## config.mk

```make
export PLATFORM = sky130hd
export DESIGN_NAME = note_detector
export DESIGN_NICKNAME = d
export VERILOG_FILES = /design/src/rtl/note_pkg.sv /design/src/rtl/tone_edge_sync.sv /design/src/rtl/note_detector.sv
export SDC_FILE = /design/constraint.sdc
export NUM_CORES = 1
export LEC_CHECK = 0
export CAP_MARGIN = 10
export CORE_MARGIN = 2
export CORE_UTILIZATION = 41
export CTS_CLUSTER_SIZE = 16
export DETAILED_ROUTE_END_ITERATION = 8
export PLACE_DENSITY = 0.56
export RECOVER_POWER = 50
export SYNTH_ARGS = -nofsm -noshare
export SYNTH_HDL_FRONTEND = slang
export SYNTH_SLANG_ARGS = --single-unit
```

## constraint.sdc

```tcl
create_clock -name clk -period 8.2 [get_ports clk]
set_input_delay 2.46 -clock clk [delete_from_list [all_inputs] [get_ports clk]]
set_output_delay 2.46 -clock clk [all_outputs]
set_load 0.02 [all_outputs]
```

## src/rtl/note_pkg.sv

```systemverilog
// Shared constants, types and the reference-period helper for the note detector.
// Reference full periods are derived from the buzzer's base half-period table.
package note_pkg;

  localparam logic [31:0] BASE_HALF_PERIOD [1:7] = '{
    32'd381680, 32'd340136, 32'd303030, 32'd285714, 32'd255102, 32'd227273, 32'd202429
  };

  localparam logic [3:0]  NOTE_SILENCE = 4'd0;
  localparam int unsigned NUM_NOTES    = 7;
  localparam int unsigned TOL_SHIFT    = 6;

  typedef enum logic [1:0] {
    OCT_BASE = 2'd0,
    OCT_UP   = 2'd1,
    OCT_DOWN = 2'd2
  } octave_e;

  typedef enum logic [1:0] {
    ST_IDLE   = 2'd0,
    ST_ARM    = 2'd1,
    ST_SEARCH = 2'd2,
    ST_DECIDE = 2'd3
  } state_e;

  // Full period for (note, octave); scale_shift divides the table for scaled-down clocks.
  function automatic logic [31:0] ref_period(input logic [2:0] note_idx,
                                             input octave_e oct,
                                             input int unsigned scale_shift);
    logic [31:0] full;
    full = BASE_HALF_PERIOD[note_idx] << 1;
    case (oct)
      OCT_UP:   full = full >> 1;
      OCT_DOWN: full = full << 1;
      default:  full = full;
    endcase
    return full >> scale_shift;
  endfunction

endpackage

```

## src/rtl/tone_edge_sync.sv

```systemverilog
// Two-flop synchroniser for the asynchronous tone input followed by a
// registered rising-edge pulse (edge visible 3 cycles after the transition).
module tone_edge_sync (
  input  logic clk,
  input  logic rst_n,
  input  logic tone_in,
  output logic rise
);

  logic meta_reg;
  logic sync_reg;
  logic sync_d_reg;
  logic rise_reg;

  always_ff @(posedge clk or negedge rst_n) begin
    if (!rst_n) begin
      meta_reg   <= 1'b0;
      sync_reg   <= 1'b0;
      sync_d_reg <= 1'b0;
      rise_reg   <= 1'b0;
    end else begin
      meta_reg   <= tone_in;
      sync_reg   <= meta_reg;
      sync_d_reg <= sync_reg;
      rise_reg   <= sync_reg & ~sync_d_reg;
    end
  end

  assign rise = rise_reg;

endmodule

```

## src/rtl/note_detector.sv

```systemverilog
// Measures the period of a square-wave tone, scans the 21-entry reference table
// one entry per cycle and publishes note/octave once consecutive periods agree.
module note_detector
  import note_pkg::*;
#(
  parameter int unsigned CLK_HZ       = 100_000_000,
  parameter int unsigned CNT_W        = 22,
  parameter int unsigned MAX_PERIOD   = 2_000_000,
  parameter int unsigned STABLE_COUNT = 2,
  parameter int unsigned REF_SHIFT    = 0
) (
  input  logic       clk,
  input  logic       rst_n,
  input  logic       tone_in,
  output logic [3:0] note,
  output logic       octave_up,
  output logic       octave_down,
  output logic       valid,
  output logic       note_changed
);

  localparam int unsigned      STAB_W   = $clog2(STABLE_COUNT + 1);
  localparam logic [CNT_W-1:0] MAX_CNT  = CNT_W'(MAX_PERIOD);
  localparam logic [STAB_W-1:0] STAB_TGT = STAB_W'(STABLE_COUNT);

  // CLK_HZ only documents the clock the reference table was built for.
  if (CLK_HZ == 0) begin : g_clk_hz_unset
  end

  logic              rise;
  logic              timeout;
  logic [CNT_W-1:0]  per_cnt_reg;
  logic [CNT_W-1:0]  per_cap_reg;
  state_e            state_reg;
  logic [2:0]        scan_note_reg;
  octave_e           scan_oct_reg;
  logic [3:0]        cand_note_reg;
  octave_e           cand_oct_reg;
  logic [3:0]        prev_note_reg;
  octave_e           prev_oct_reg;
  logic [STAB_W-1:0] stab_cnt_reg;
  logic [3:0]        note_reg;
  octave_e           oct_reg;
  logic              valid_reg;
  logic              note_changed_reg;

  logic [CNT_W-1:0]  ref_val;
  logic [CNT_W-1:0]  tol_val;
  logic [CNT_W-1:0]  diff_val;
  logic              hit;
  logic              last_entry;
  logic              same_cand;
  logic [STAB_W-1:0] stab_next;
  logic              load_out;

  tone_edge_sync u_sync (
    .clk     (clk),
    .rst_n   (rst_n),
    .tone_in (tone_in),
    .rise    (rise)
  );

  assign timeout = (per_cnt_reg == MAX_CNT);

  always_ff @(posedge clk or negedge rst_n) begin
    if (!rst_n)
      per_cnt_reg <= '0;
    else if (rise)
      per_cnt_reg <= CNT_W'(1);
    else if (!timeout)
      per_cnt_reg <= per_cnt_reg + CNT_W'(1);
  end

  // Distance is taken as larger-minus-smaller so it never wraps.
  assign ref_val    = CNT_W'(ref_period(scan_note_reg, scan_oct_reg, REF_SHIFT));
  assign tol_val    = ref_val >> TOL_SHIFT;
  assign diff_val   = (per_cap_reg >= ref_val) ? (per_cap_reg - ref_val) : (ref_val - per_cap_reg);
  assign hit        = (diff_val <= tol_val);
  assign last_entry = (scan_oct_reg == OCT_DOWN) && (scan_note_reg == 3'(NUM_NOTES));

  always_comb begin
    same_cand = (cand_note_reg == prev_note_reg) && (cand_oct_reg == prev_oct_reg);
    stab_next = STAB_W'(1);
    if (same_cand)
      stab_next = (stab_cnt_reg >= STAB_TGT) ? STAB_TGT : stab_cnt_reg + STAB_W'(1);
    load_out = (stab_next >= STAB_TGT) &&
               ((cand_note_reg != note_reg) || (cand_oct_reg != oct_reg));
  end

  always_ff @(posedge clk or negedge rst_n) begin
    if (!rst_n) begin
      state_reg        <= ST_IDLE;
      per_cap_reg      <= '0;
      scan_note_reg    <= 3'd1;
      scan_oct_reg     <= OCT_BASE;
      cand_note_reg    <= NOTE_SILENCE;
      cand_oct_reg     <= OCT_BASE;
      prev_note_reg    <= NOTE_SILENCE;
      prev_oct_reg     <= OCT_BASE;
      stab_cnt_reg     <= '0;
      note_reg         <= NOTE_SILENCE;
      oct_reg          <= OCT_BASE;
      valid_reg        <= 1'b0;
      note_changed_reg <= 1'b0;
    end else begin
      note_changed_reg <= 1'b0;
      if (timeout) begin
        note_changed_reg <= (note_reg != NOTE_SILENCE) || (oct_reg != OCT_BASE);
        note_reg         <= NOTE_SILENCE;
        oct_reg          <= OCT_BASE;
        valid_reg        <= 1'b0;
        stab_cnt_reg     <= '0;
        cand_note_reg    <= NOTE_SILENCE;
        cand_oct_reg     <= OCT_BASE;
        prev_note_reg    <= NOTE_SILENCE;
        prev_oct_reg     <= OCT_BASE;
        state_reg        <= rise ? ST_ARM : ST_IDLE;
      end else begin
        case (state_reg)
          ST_IDLE: if (rise) state_reg <= ST_ARM;
          ST_ARM:  state_reg <= ST_ARM;
          ST_SEARCH: begin
            if (hit) begin
              cand_note_reg <= {1'b0, scan_note_reg};
              cand_oct_reg  <= scan_oct_reg;
              state_reg     <= ST_DECIDE;
            end else if (last_entry) begin
              cand_note_reg <= NOTE_SILENCE;
              cand_oct_reg  <= OCT_BASE;
              state_reg     <= ST_DECIDE;
            end else if (scan_note_reg == 3'(NUM_NOTES)) begin
              scan_note_reg <= 3'd1;
              scan_oct_reg  <= (scan_oct_reg == OCT_BASE) ? OCT_UP : OCT_DOWN;
            end else begin
              scan_note_reg <= scan_note_reg + 3'd1;
            end
          end
          ST_DECIDE: begin
            prev_note_reg <= cand_note_reg;
            prev_oct_reg  <= cand_oct_reg;
            stab_cnt_reg  <= stab_next;
            if (load_out) begin
              note_reg         <= cand_note_reg;
              oct_reg          <= cand_oct_reg;
              valid_reg        <= (cand_note_reg != NOTE_SILENCE);
              note_changed_reg <= 1'b1;
            end
            state_reg <= ST_ARM;
          end
          default: state_reg <= ST_IDLE;
        endcase
        // Any edge once armed captures a period and (re)starts the scan, aborting a search in flight.
        if (rise && (state_reg != ST_IDLE)) begin
          per_cap_reg   <= per_cnt_reg;
          scan_note_reg <= 3'd1;
          scan_oct_reg  <= OCT_BASE;
          state_reg     <= ST_SEARCH;
        end
      end
    end
  end

  assign note         = note_reg;
  assign octave_up    = (oct_reg == OCT_UP);
  assign octave_down  = (oct_reg == OCT_DOWN);
  assign valid        = valid_reg;
  assign note_changed = note_changed_reg;

endmodule

```

==> run_results.csv <==
group,metric,value,unit
layout,ff_latch_area,0.001853,sq mm
logic_synthesis,ys_ff_latch,74,
layout,fin_util,44.37,%
critical_path,cp-end-kind,"flop",
flow_run,cap_violations,1,
place,portBuffers,9,
power,p_leak,3.199,nW
detailed_routing,first_pass_iters,5,
power,pwr-share-seq,15.7,%
critical_path,crit_path_frequent_cell,"ha_1",
logic_synthesis,synth_top_area_cell,"dfrtp_1",
timing,max_freq,130.5,MHz
global_route,grt_max_degree,75,
status,outcome,"finished, violations left",
cts,cts_resized,0,
timing,grt_setup_unrepaired,"no",
logic_synthesis,synth_top_family_by_area,"compound AO/OA/AOI/OAI gates",
logic_synthesis,synth_top_cells_by_area,"dfrtp_1 27%, ha_1 13%, a21oi_1 7.2%, nand2_1 4.5%, inv_1 3.7%",
logic_synthesis,synth_top_cell_area_share,26.64,%
detailed_routing,vias,6072,
place,gp_congestion,1.008,
logic_synthesis,synth_edf_count,0,
logic_synthesis,syn_area,0.006857,sq mm
logic_synthesis,synth_cell_types,67,
critical_path,worst-setup-path-type,"flop to flop",
cts,cts_buffers,9,
logic_synthesis,synth_xor_area_share,5.365,%
place,dp_slack,0.6257,ns
floorplan,initial_core_util,41.64,%
logic_synthesis,synth_compound_area_share,22.17,%
layout,fillCellCount,1720,
power,power_density,446.6,mW/mm^2
critical_path,path_max_fanout,21,
detailed_routing,vias_per_cell,5.766,
timing,tns,0,ns
floorplan,die_area,0.01777,sq mm
detailed_routing,drt_iter0_markers,479,
cts,ctsHtreeMaxLevel,3,
global_route,grtUsageTotal,22.26,%
critical_path,critical-path-top-delay-family,"simple AND/OR/NAND/NOR gates",
timing,whs,0.3657,ns
critical_path,crit_path_max_incr_delay,0.86,ns
detailed_routing,routed_wl,19390,microns
logic_synthesis,muxShareOfSynthArea,5.529,%
hold_path,hp-class,"flop to flop",
timing,drv_slew,75,
cts,cts_tree,"built",
critical_path,slowest_stage,"o221ai_2",
logic_synthesis,yosysWarnings,0,
cts,cts_buffer_depth,2,
place,dp.final_hpwl,15250,microns
logic_synthesis,async_flop_share,100.0,%
layout,mostFrequentLayoutCells,"99 x a21oi_1, 83 x nand2_1, 73 x dfrtp_1",
power,netSwitchingFraction,52.75,%
detailed_routing,drc,0,
critical_path,cp-start-kind,"flop",
logic_synthesis,ys.flop_type,"dfrtp_1",
power,p_int,0.001542,W
timing,tightestPinTransition,3.776,ns
status,failed_checks,"capacitance limit, slew limit",
power,p_sw,0.001721,W
cts,clkSinkCount,74,
logic_synthesis,synth-adder-area-share,13.18,%
global_route,grt_overflow,0,
timing,slew_headroom,-151.7,%
floorplan,die_h,133.3,microns
power,pwr-share-clk,12.9,%
power,comb_power_share,71.4,%
floorplan,ioPinCount,11,
cts,cts_root_buf,"clkbuf_16",
critical_path,path_buf_inv,1,
logic_synthesis,postSynthAreaPerCell,8.048,sq um
timing,hold_violations,0,
logic_synthesis,synthCells,852,
global_route,antenna_found_initial,0,
layout,area_delta_synth_final,6.551,%
cts,clock_insertion_delay_worst_skew,0.33,ns
layout,final_common_cell,"a21oi_1",
global_route,grt_pass1_vias,5787,
cts,ctsHoldBuffers,0,
logic_synthesis,synth-simple-area-share,19.32,%
floorplan,die_x,133.3,microns
logic_synthesis,syn_nets,926,
timing,period_minus_slack,7.662,ns
timing,setup_ws,0.5378,ns
layout,multi_input_area,0.004499,sq mm
floorplan,core,0.01647,sq mm
timing,timing.final.crit_share,93.44,%
layout,diodes,0,
timing,fin_skew,0.006787,ns
layout,drive_gt1_share,7.083,%
detailed_routing,wl_per_cell,18.41,microns
global_route,grt_pass1_wl,31040,microns
cts,postCtsSetupBuffers,0,
critical_path,required,8.42,ns
critical_path,arrival,7.88,ns
detailed_routing,ant_nets,0,
logic_synthesis,ys_seq_area_share,27.03,%
cts,path_clk_slew,0.06,ns
layout,nNetsFinal,902,
timing,finalSetupViolations,0,
power,vdd_drop_max,0.0001487,V
floorplan,rows,47,
==> worst paths after layout <==
kind / from / endpoint / slack (ns) / cells after the start
setup / recovery: scan_note_reg[1] / scan_oct_reg[1] / 0.54 / 26
hold reg to reg: u_sync.meta_reg / u_sync.sync_reg / 0.37 / 0
max in group asynchronous: rst_n / per_cnt_reg[17] / 2.65 / 1
min in group asynchronous: rst_n / note[2] / 3.42 / 1
setup reg to reg: scan_note_reg[1] / scan_oct_reg[1] / 0.54 / 26
hold / removal: u_sync.meta_reg / u_sync.sync_reg / 0.37 / 0
==> cell families (layout without fill, tap and decap cells) <==
kind of cell / Yosys count / in the layout
adder cells (fa/ha/maj): 71 / 71
flip-flops: 74 / 74
AO/OA/AOI/OAI: 244 / 244
AND/OR/NAND/NOR: 271 / 271
XOR/XNOR: 42 / 42
other: 1 / 1
multiplexers: 35 / 35
buffers and inverters: 114 / 95
==> area by class of cell <==
class,count,area share [%]
clock inverters,4,1.010
flip-flops and latches,74,25.36
repair buffers,12,1.456
well taps,220,3.768
inverters,67,3.442
multi-input cells,664,61.59
clock buffers,12,3.374
==> routing by layer <==
layer / part of all wire, % / routed length [microns] / GRT usage [%] / vias to the layer above
met5: 0 / 0 / 0 / -
met1: 48 / 9289 / 30.63 / 2943
met4: 3.3 / 637 / 9.574 / 0
li1: - / - / - / 2953
met2: 45 / 8700 / 34.79 / 142
met3: 3.9 / 761 / 3.463 / 34
==> power by group through the flow <==
stage | logic, W | clock network (W) | registers (W)
6_report | 0.00233 | 0.000421 | 0.000511
5_1_grt | 0.00257 | 0.000447 | 0.000523
4_1_cts | 0.00229 | 0.000430 | 0.000510
3_5_place_dp | 0.00227 | 0 | 0.000516
3_3_place_gp | 0.00227 | 0 | 0.000514
2_1_floorplan | 0.00176 | 0 | 0.000466
==> cells in the mapped netlist (all sizes together), types with 11 or more instances <==
library cell,instances
a21oi,104
nand2,86
dfrtp,73
ha,69
inv,67
nor2,64
o21ai,51
buf,25
nand3,23
xor2,23
clkbuf,22
mux2,20
nand4,20
nor2b,19
xnor2,19
mux2i,15
nor3,13
nand2b,12
a21o,11
==> through the flow <==
step / total power, W / instance area (sq um) / instances
after floorplan: 0.002231 / 6857 / 852
after global placement: 0.002781 / 6995 / 1037
after detailed placement: 0.002784 / 6995 / 1037
after CTS: 0.003226 / 7316 / 1053
after global routing: 0.003543 / 7306 / 1053
final: 0.003263 / 7306 / 1053
Power figures use the tool's default switching activity.
